File: src/rtl/mul_req_arbiter_if.sv
// Handshake and core-side bundle for the two-requester multiplier arbiter.
// The master view belongs to the arbiter, the slave view to its environment.
interface mul_req_arbiter_if #(
    parameter int A_W = 24,
    parameter int P_W = 48
);
    logic           req0_valid;
    logic           req0_ready;
    logic [31:0]    req0_a;
    logic [31:0]    req0_b;
    logic           req1_valid;
    logic           req1_ready;
    logic [31:0]    req1_a;
    logic [31:0]    req1_b;

    logic           rsp0_valid;
    logic           rsp0_ready;
    logic [31:0]    rsp0_result;
    logic           rsp0_ovf;
    logic           rsp0_err;
    logic           rsp1_valid;
    logic           rsp1_ready;
    logic [31:0]    rsp1_result;
    logic           rsp1_ovf;
    logic           rsp1_err;

    logic           mul_start;
    logic [A_W-1:0] mul_a;
    logic [A_W-1:0] mul_b;
    logic           mul_done;
    logic [P_W-1:0] mul_product;

    modport master (
        input  req0_valid, req0_a, req0_b,
        output req0_ready,
        input  req1_valid, req1_a, req1_b,
        output req1_ready,
        output rsp0_valid, rsp0_result, rsp0_ovf, rsp0_err,
        input  rsp0_ready,
        output rsp1_valid, rsp1_result, rsp1_ovf, rsp1_err,
        input  rsp1_ready,
        output mul_start, mul_a, mul_b,
        input  mul_done, mul_product
    );

    modport slave (
        output req0_valid, req0_a, req0_b,
        input  req0_ready,
        output req1_valid, req1_a, req1_b,
        input  req1_ready,
        input  rsp0_valid, rsp0_result, rsp0_ovf, rsp0_err,
        output rsp0_ready,
        input  rsp1_valid, rsp1_result, rsp1_ovf, rsp1_err,
        output rsp1_ready,
        input  mul_start, mul_a, mul_b,
        output mul_done, mul_product
    );
endinterface

File: src/rtl/mul_req_arbiter.sv
// Round-robin sharing of one sequential multiplier core between two requesters.
// Range-checks operands, sequences start/done, times out a stuck core.
module mul_req_arbiter #(
    parameter int A_W     = 24,
    parameter int P_W     = 48,
    parameter int TIMEOUT = 64
) (
    input  logic              clk,
    input  logic              n_reset,
    mul_req_arbiter_if.master bus,
    output logic [31:0]       done_count,
    output logic              busy,
    output logic              last_grant
);

    localparam int TW = $clog2(TIMEOUT + 1);

    typedef enum logic [1:0] {
        IDLE  = 2'd0,
        ISSUE = 2'd1,
        WAIT  = 2'd2,
        RESP  = 2'd3
    } state_t;

    state_t         state_q;
    state_t         state_d;

    logic           owner_q;
    logic           prio_q;
    logic           lg_q;
    logic [A_W-1:0] a_q;
    logic [A_W-1:0] b_q;
    logic [31:0]    res_q;
    logic           ovf_q;
    logic           err_q;
    logic [31:0]    cnt_q;
    logic [TW-1:0]  tcnt_q;

    logic           gnt0;
    logic           gnt1;
    logic           accept;
    logic           acc_idx;
    logic [31:0]    sel_a;
    logic [31:0]    sel_b;
    logic           range_bad;
    logic           timeout_hit;
    logic           rsp_hs;
    logic           start;

    // Arbitration: only in IDLE; on contention favour the one not served last.
    always_comb begin
        gnt0 = 1'b0;
        gnt1 = 1'b0;
        if (state_q == IDLE) begin
            if (bus.req0_valid && bus.req1_valid) begin
                gnt0 = prio_q;
                gnt1 = ~prio_q;
            end else begin
                gnt0 = bus.req0_valid;
                gnt1 = bus.req1_valid;
            end
        end
    end

    assign accept  = gnt0 | gnt1;
    assign acc_idx = gnt1;

    assign sel_a = gnt1 ? bus.req1_a : bus.req0_a;
    assign sel_b = gnt1 ? bus.req1_b : bus.req0_b;

    assign range_bad = (|sel_a[31:A_W]) | (|sel_b[31:A_W]);

    assign timeout_hit = (tcnt_q == TW'(TIMEOUT - 1));

    assign rsp_hs = (state_q == RESP) &&
                    (owner_q ? bus.rsp1_ready : bus.rsp0_ready);

    // State register.
    always_ff @(posedge clk or negedge n_reset) begin
        if (!n_reset) begin
            state_q <= IDLE;
        end else begin
            state_q <= state_d;
        end
    end

    // Next-state and core start pulse.
    always_comb begin
        state_d = state_q;
        start   = 1'b0;
        unique case (state_q)
            IDLE: begin
                if (accept) begin
                    state_d = range_bad ? RESP : ISSUE;
                end
            end
            ISSUE: begin
                start   = 1'b1;
                state_d = WAIT;
            end
            WAIT: begin
                if (bus.mul_done || timeout_hit) begin
                    state_d = RESP;
                end
            end
            RESP: begin
                if (rsp_hs) begin
                    state_d = IDLE;
                end
            end
            default: state_d = IDLE;
        endcase
    end

    // Grant history: prio_q steers contention, lg_q is the visible index.
    always_ff @(posedge clk or negedge n_reset) begin
        if (!n_reset) begin
            owner_q <= 1'b0;
            prio_q  <= 1'b1;
            lg_q    <= 1'b0;
        end else if (accept) begin
            owner_q <= acc_idx;
            prio_q  <= acc_idx;
            lg_q    <= acc_idx;
        end
    end

    // Operand latch; held through ISSUE and WAIT for the core.
    always_ff @(posedge clk or negedge n_reset) begin
        if (!n_reset) begin
            a_q <= '0;
            b_q <= '0;
        end else if (accept) begin
            a_q <= sel_a[A_W-1:0];
            b_q <= sel_b[A_W-1:0];
        end
    end

    // Cycles spent in WAIT since the start pulse.
    always_ff @(posedge clk or negedge n_reset) begin
        if (!n_reset) begin
            tcnt_q <= '0;
        end else if (state_q == ISSUE) begin
            tcnt_q <= '0;
        end else if (state_q == WAIT && !timeout_hit) begin
            tcnt_q <= tcnt_q + 1'b1;
        end
    end

    // Response capture: range error at accept, product or timeout in WAIT.
    always_ff @(posedge clk or negedge n_reset) begin
        if (!n_reset) begin
            res_q <= '0;
            ovf_q <= 1'b0;
            err_q <= 1'b0;
        end else if (accept && range_bad) begin
            res_q <= '0;
            ovf_q <= 1'b0;
            err_q <= 1'b1;
        end else if (state_q == WAIT) begin
            if (bus.mul_done) begin
                res_q <= bus.mul_product[31:0];
                ovf_q <= |bus.mul_product[P_W-1:32];
                err_q <= 1'b0;
            end else if (timeout_hit) begin
                res_q <= '0;
                ovf_q <= 1'b0;
                err_q <= 1'b1;
            end
        end
    end

    // Successful completions; a late or stray done outside WAIT is ignored.
    always_ff @(posedge clk or negedge n_reset) begin
        if (!n_reset) begin
            cnt_q <= '0;
        end else if (state_q == WAIT && bus.mul_done) begin
            cnt_q <= cnt_q + 32'd1;
        end
    end

    assign bus.req0_ready = gnt0;
    assign bus.req1_ready = gnt1;

    assign bus.rsp0_valid  = (state_q == RESP) && !owner_q;
    assign bus.rsp1_valid  = (state_q == RESP) &&  owner_q;

    assign bus.rsp0_result = bus.rsp0_valid ? res_q : '0;
    assign bus.rsp0_ovf    = bus.rsp0_valid & ovf_q;
    assign bus.rsp0_err    = bus.rsp0_valid & err_q;
    assign bus.rsp1_result = bus.rsp1_valid ? res_q : '0;
    assign bus.rsp1_ovf    = bus.rsp1_valid & ovf_q;
    assign bus.rsp1_err    = bus.rsp1_valid & err_q;

    assign bus.mul_start = start;
    assign bus.mul_a     = a_q;
    assign bus.mul_b     = b_q;

    assign done_count = cnt_q;
    assign busy       = (state_q != IDLE);
    assign last_grant = lg_q;

endmodule

File: src/flat_wrapper.sv
// flat-port wrapper written by rule: the top's interface ports become plain ports
module mul_req_arbiter_flat 
#(
    parameter int A_W     = 24,
    parameter int P_W     = 48,
    parameter int TIMEOUT = 64
)
  (clk, n_reset, done_count, busy, last_grant, bus_req0_valid, bus_req0_a, bus_req0_b, bus_req0_ready, bus_req1_valid, bus_req1_a, bus_req1_b, bus_req1_ready, bus_rsp0_valid, bus_rsp0_result, bus_rsp0_ovf, bus_rsp0_err, bus_rsp0_ready, bus_rsp1_valid, bus_rsp1_result, bus_rsp1_ovf, bus_rsp1_err, bus_rsp1_ready, bus_mul_start, bus_mul_a, bus_mul_b, bus_mul_done, bus_mul_product);
  mul_req_arbiter_if #(.A_W(A_W), .P_W(P_W)) bus_i ();
  input  logic clk;
  input  logic n_reset;
  output logic [31:0] done_count;
  output logic busy;
  output logic last_grant;
  input wire logic [$bits(bus_i.req0_valid)-1:0] bus_req0_valid;
  input wire logic [$bits(bus_i.req0_a)-1:0] bus_req0_a;
  input wire logic [$bits(bus_i.req0_b)-1:0] bus_req0_b;
  output wire logic [$bits(bus_i.req0_ready)-1:0] bus_req0_ready;
  input wire logic [$bits(bus_i.req1_valid)-1:0] bus_req1_valid;
  input wire logic [$bits(bus_i.req1_a)-1:0] bus_req1_a;
  input wire logic [$bits(bus_i.req1_b)-1:0] bus_req1_b;
  output wire logic [$bits(bus_i.req1_ready)-1:0] bus_req1_ready;
  output wire logic [$bits(bus_i.rsp0_valid)-1:0] bus_rsp0_valid;
  output wire logic [$bits(bus_i.rsp0_result)-1:0] bus_rsp0_result;
  output wire logic [$bits(bus_i.rsp0_ovf)-1:0] bus_rsp0_ovf;
  output wire logic [$bits(bus_i.rsp0_err)-1:0] bus_rsp0_err;
  input wire logic [$bits(bus_i.rsp0_ready)-1:0] bus_rsp0_ready;
  output wire logic [$bits(bus_i.rsp1_valid)-1:0] bus_rsp1_valid;
  output wire logic [$bits(bus_i.rsp1_result)-1:0] bus_rsp1_result;
  output wire logic [$bits(bus_i.rsp1_ovf)-1:0] bus_rsp1_ovf;
  output wire logic [$bits(bus_i.rsp1_err)-1:0] bus_rsp1_err;
  input wire logic [$bits(bus_i.rsp1_ready)-1:0] bus_rsp1_ready;
  output wire logic [$bits(bus_i.mul_start)-1:0] bus_mul_start;
  output wire logic [$bits(bus_i.mul_a)-1:0] bus_mul_a;
  output wire logic [$bits(bus_i.mul_b)-1:0] bus_mul_b;
  input wire logic [$bits(bus_i.mul_done)-1:0] bus_mul_done;
  input wire logic [$bits(bus_i.mul_product)-1:0] bus_mul_product;
  assign bus_i.req0_valid = bus_req0_valid;
  assign bus_i.req0_a = bus_req0_a;
  assign bus_i.req0_b = bus_req0_b;
  assign bus_req0_ready = bus_i.req0_ready;
  assign bus_i.req1_valid = bus_req1_valid;
  assign bus_i.req1_a = bus_req1_a;
  assign bus_i.req1_b = bus_req1_b;
  assign bus_req1_ready = bus_i.req1_ready;
  assign bus_rsp0_valid = bus_i.rsp0_valid;
  assign bus_rsp0_result = bus_i.rsp0_result;
  assign bus_rsp0_ovf = bus_i.rsp0_ovf;
  assign bus_rsp0_err = bus_i.rsp0_err;
  assign bus_i.rsp0_ready = bus_rsp0_ready;
  assign bus_rsp1_valid = bus_i.rsp1_valid;
  assign bus_rsp1_result = bus_i.rsp1_result;
  assign bus_rsp1_ovf = bus_i.rsp1_ovf;
  assign bus_rsp1_err = bus_i.rsp1_err;
  assign bus_i.rsp1_ready = bus_rsp1_ready;
  assign bus_mul_start = bus_i.mul_start;
  assign bus_mul_a = bus_i.mul_a;
  assign bus_mul_b = bus_i.mul_b;
  assign bus_i.mul_done = bus_mul_done;
  assign bus_i.mul_product = bus_mul_product;
  mul_req_arbiter #(.A_W(A_W), .P_W(P_W), .TIMEOUT(TIMEOUT)) u_core (.clk(clk), .n_reset(n_reset), .bus(bus_i), .done_count(done_count), .busy(busy), .last_grant(last_grant));
endmodule
File: config.mk
export PLATFORM = sky130hd
export DESIGN_NAME = mul_req_arbiter_flat
export DESIGN_NICKNAME = d
export VERILOG_FILES = /design/src/rtl/mul_req_arbiter_if.sv /design/src/rtl/mul_req_arbiter.sv /design/src/flat_wrapper.sv
export SDC_FILE = /design/constraint.sdc
export NUM_CORES = 1
export LEC_CHECK = 0
export BUFFER_PORTS_ARGS = -buffer_cell sky130_fd_sc_hd__buf_2
export CAP_MARGIN = 10
export CORE_ASPECT_RATIO = 0.6
export CORE_MARGIN = 1.5
export CORE_UTILIZATION = 35
export DETAILED_ROUTE_END_ITERATION = 16
export PLACE_DENSITY = 0.66
export SLEW_MARGIN = 40
export SYNTH_ARGS = -nofsm -noshare
export SYNTH_HDL_FRONTEND = slang
export SYNTH_SLANG_ARGS = --single-unit
export TNS_END_PERCENT = 100
File: constraint.sdc
create_clock -name clk -period 2.32 [get_ports clk]
set_input_delay 0.232 -clock clk [delete_from_list [all_inputs] [get_ports clk]]
set_output_delay 0.232 -clock clk [all_outputs]
set_load 0.03 [all_outputs]
# After elaboration in Yosys (flattened, before gate mapping)
# Cells that the tools add are included.
# W data, S select, Z words.
# word_totals
word_cells,75
in_bits,183
regBits,125
output_inout_bits,155
# op_classes
add_sub_neg,2
n_reduce_logical,20
mux,29
eq_ne,7
bitwise,7
# op_table
op,count
$mux W32,8
$add A32 B1 Y32 const B,1
$reduce_or A16 Y1,1
$reduce_or A8 Y1,2
$mux W1,14
$mux W7,2
$mux W2,4
$pmux W2 S4,1
$add A7 B1 Y7 const B,1
$eq A7 B6 Y1 const B,1
$logic_and A1 B1 Y1,7
$ne A2 B1 Y1 const B,3
$reduce_bool A2 Y1,3
$and A1 B1 Y1,4
$eq A2 B2 Y1 const B,2
$reduce_and A3 Y1,1
$reduce_bool A3 Y1,1
$eq A2 B1 Y1 const B,1
$logic_not A1 Y1,2
$logic_not A2 Y1,1
$or A1 B1 Y1,2
$reduce_and A2 Y1,1
$logic_or A1 B1 Y1,1
$not A1 Y1,1

# Depth between registers and ports, before layout
# logic_depth
ltp_word,9
ltp_mapped,8
ltp_nobuf,6

# Worst setup path after synthesis
# No wires, ideal clock.
# synth_timing
kind,flip-flop to output port
start,register u_core.state_q[0]
end,output port bus_rsp0_result[22]
stages_incl_launch_ff,6
path_slack_ns,0.241
arrival_ns,1.847
required_time_ns,2.088
n_path_buf,2
path_cell_list,dfrtp_1 > ha_1 > clkbuf_1 > nor2b_1 > clkbuf_1 > and2_1
# synth_via
elab_chain_len,3
# synth_rtl
element,line,text
from (decl),mul_req_arbiter.sv:25,state_t state_q;
from (signal assigned),mul_req_arbiter.sv:83,state_q <= state_d;
$eq A2 B2 Y1,mul_req_arbiter.sv:185,assign bus.rsp0_valid = (state_q == RESP) && !owner_q;
$logic_and A1 B1 Y1,mul_req_arbiter.sv:185,
net bus_rsp0_valid,flat_wrapper.sv:23,output wire logic [$bits(bus_i.rsp0_valid)-1:0] bus_rsp0_valid;
$mux W32,mul_req_arbiter.sv:188,assign bus.rsp0_result = bus.rsp0_valid ? res_q : '0;
to (decl),flat_wrapper.sv:24,output wire logic [$bits(bus_i.rsp0_result)-1:0] bus_rsp0_result;
# The timed path passes the listed nets, and every way through them passes these cells.

# Worst setup path after layout
# layout_timing
start,register u_core.state_q[0]
end,output port bus_req1_ready
# layout_via
elab_chain_len,2
# layout_rtl
element,line,text
$logic_not A2 Y1,mul_req_arbiter.sv:54,if (state_q == IDLE) begin
$mux W1,mul_req_arbiter.sv:54,
to (decl),flat_wrapper.sv:22,output wire logic [$bits(bus_i.req1_ready)-1:0] bus_req1_ready;
# Every way passes these cells.

==> impl_metrics.csv <==
group,metric,value,unit
status,outcome,"finished clean",
placement,place.port_buffers,337,
synthesis,syn_area,6080,um2
final_layout,areaGrowthSynthToFinish,45.3,%
cts,clk_latency,0.40,ns
timing,tightestPinTransition,0.528,ns
timing,min_period_over_period,95.4,%
final_layout,antenna_cells,0,
final_layout,layout-drive-gt1-share,40.3,%
floorplan,die_area,18200,um2
setup_path,rr_endpoint,"u_core.done_count[28]",
synthesis,synth_cell_types,40,
power_and_ir_drop,p_per_area,1240,nW/um2
final_layout,nets,1180,
synthesis,async_reset_ff_share,100,%
drt,vias,5978,
setup_path,critPathArrivalTime,1.98,ns
cts,clkSlewWorstSetupHoldPaths,0.06,ns
setup_path,path_delay_family,"buffers and inverters",
timing,setup_viol,0,
setup_path,path_cells,"inv_1 -> ha_4 -> nand2_1 -> a21oi_4 -> buf_12 -> buf_2",
timing,maxSlewViolCount,0,
synthesis,synth_common_cells,"nand2_1, dfrtp_1, a22oi_1",
placement,place_congestion,0.821,
synthesis,yosysWarningCount,0,
flow_run,cap_violations,0,
drt,drc,0,
power_and_ir_drop,peakVddDrop,0.000577,V
synthesis,syn_nets,844,
synthesis,synth_area_per_cell,9.30,um2
timing,skew,0.0119,ns
timing,slew_headroom,64.8,%
grt,gr-usage-all-layers,21.6,%
synthesis,ys_ff_latch,125,
synthesis,synth.top_cell.area_share,51.0,%
floorplan,core.rowCount,37,
floorplan,die_height,105,um
synthesis,ys.flop_type,"dfrtp_1",
setup_path,crit_required,2.09,ns
synthesis,synthMostInstantiatedCell,"nand2_1",
timing,grt_setup_unrepaired,"no",
power_and_ir_drop,leakage,0.00484,uW
cts,cts_buffers,17,
setup_path,cp.depth,6,
drt,totalWireLength,19.4,mm
grt,grt_max_degree,49,
floorplan,core,17100,um2
timing,holdWs,0.0442,ns
setup_path,path_max_fanout,33,
setup_path,cp-start-kind,"register",
timing,setup_tns,0,ns
timing,timing.fmax,452,MHz
setup_path,end_kind,"primary output",
cts,cts_sinks,125,
setup_path,crit_buf_inv,3,
setup_path,endpoint,"bus_req1_ready",
cts,root_buffer,"clkbuf_16",
floorplan,io_pins,338,
drt,vias_per_cell,4.83,
synthesis,synth_area_leaders,"dfrtp_1, nand2_1, a22oi_1",
drt,final_antenna_net_count,0,
grt,grt_pass1_vias,5853,
synthesis,synth_top_cell_by_area,"dfrtp_1",
cts,cts_tree,"done",
grt,grt.overflow.total,0,
grt,grt_pass1_wl,31.3,mm
placement,hpwl,14.7,mm
drt,drt_first_iter_violations,340,
drt,drtPass1Iterations,5,
cts,cts_max_path_buffers,2,
setup_path,worst-r2r-cell-count,6,
synthesis,ys_seq_area_share,51.4,%
synthesis,syn_inst,654,
timing,min_period,2.21,ns
synthesis,synth-edff-count,0,
cts,htreeDepth,4,
drt,wire_per_inst,15.7,um
setup_path,r2r_slack,0.12,ns
setup_path,timing.critical_path.slowest_stage_cell,"dfrtp_1",
timing,hold_violations,0,
grt,antenna_found_initial,0,
setup_path,max_stage_delay,0.41,ns
setup_path,setup.worst_path.class,"reg -> out",
setup_path,startpoint,"u_core.state_q[0]",
setup_path,r2r_start,"u_core.state_q[0]",
min_path,hold_class,"in -> reg",
floorplan,die_w,173,um
floorplan,initial_utilization,35.6,%
## power by group
part / internal (uW) / switching (uW)
Combinational: 1420 / 3020
Sequential: 2960 / 556
Clock: 1980 / 996
## final cells by class
type / instances / area, um2
inverters: 11 / 41.3
flip-flops and latches: 125 / 3130
multi-input cells: 475 / 2790
clock buffers: 20 / 457
clock inverters: 12 / 208
well taps: 234 / 293
repair buffers: 360 / 1920
fillers: 1591 / 8240
## per-stage QoR
step	power (uW)	util [%]	setup WS, ns	instance area [um2]	cells
after floorplan	6330	-	0.241	6080	654
after global placement	7900	47.7	0.264	8150	1204
after detailed placement	7980	47.7	0.210	8150	1204
after CTS	11000	51.7	0.0363	8830	1237
after global routing	11600	51.7	0.0165	8840	1237
final	10900	51.7	0.106	8840	1237
## state kept, by name, summed over array words and instances (netlist names)
name	flops
u_core.owner_q	1
u_core.bus.mul_a	24
u_core.tcnt_q	7
u_core.err_q	1
u_core.ovf_q	1
u_core.done_count	32
u_core.prio_q	1
u_core.bus.mul_b	24
u_core.res_q	32
u_core.state_q	2
## cells by family after synthesis
| family | share of synthesized area, % |
|---|---|
| AO/OA/AOI/OAI | 13.6 |
| XOR/XNOR | 5.18 |
| adder cells (fa/ha/maj) | 1.44 |
| buffers and inverters | 3.54 |
| flip-flops | 51.4 |
| multiplexers | 0.494 |
| AND/OR/NAND/NOR | 24.3 |
## worst min-delay path by stage
stage	slack, ns	startpoint	depth (start not counted)	end
finish	0.04	bus_req0_b[2]	3	u_core.bus.mul_b[2]
global placement	0.12	n_reset	1	u_core.res_q[15]
floorplan	-0.06	n_reset	0	u_core.bus.mul_a[0]
CTS	0.02	bus_req0_b[2]	3	u_core.bus.mul_b[2]
detailed placement	0.12	n_reset	1	u_core.res_q[15]
global route	0.04	bus_req0_a[18]	3	u_core.bus.mul_a[18]
## per-layer routing
metal / GRT usage [%] / up-vias / routed length (um)
li1: - / 2937 / -
met1: 30.6 / 2845 / 9460
met2: 33.8 / 189 / 8760
met3: 5.39 / 7 / 1150
met4: 3.85 / 0 / 81
met5: 0 / - / 0
## worst register-to-register path, stage by stage, from the launching register on
cell and delay [ns]:
dfrtp_1 0.41, inv_1 0.16, ha_1 0.24, nand3_4 0.11
or4_1 0.72, nor4_4 0.33, xor2_1 0.16
## what timing repair did
item / CTS / global route
buffers inserted: 0 / 0
setup endpoints to repair: 1 / 3
hold endpoints to repair: 26 / 0
resized for setup: 1 / 2
hold buffers: 1 / 0
## cell usage in the layout (no fill, tap or decap), types with 2 or more instances in the layout
cell type / synthesis / final
buf_2: 1 / 336
nand2_1: 147 / 147
dfrtp_1: 124 / 123
a22oi_1: 49 / 49
and2_1: 37 / 37
and3_1: 37 / 37
o21ai_0: 36 / 35
a21oi_1: 38 / 35
xnor2_1: 19 / 19
buf_4: 1 / 18
xor2_1: 17 / 17
clkbuf_16: 0 / 17
nor2_1: 15 / 15
nor4_1: 14 / 14
inv_1: 11 / 11
nand3_1: 10 / 10
nor3_1: 10 / 10
nand4_1: 9 / 9
ha_1: 7 / 6
bufinv_16: 0 / 5
and4_1: 4 / 4
buf_12: 0 / 4
mux2i_1: 3 / 3
o211ai_1: 3 / 3
clkinvlp_4: 0 / 3
inv_6: 0 / 3
a21oi_4: 0 / 2
a211o_1: 2 / 2
nand4b_1: 2 / 2
o21bai_1: 2 / 2
a21o_1: 2 / 2
clkbuf_8: 0 / 2
Power figures use the tool's default switching activity.
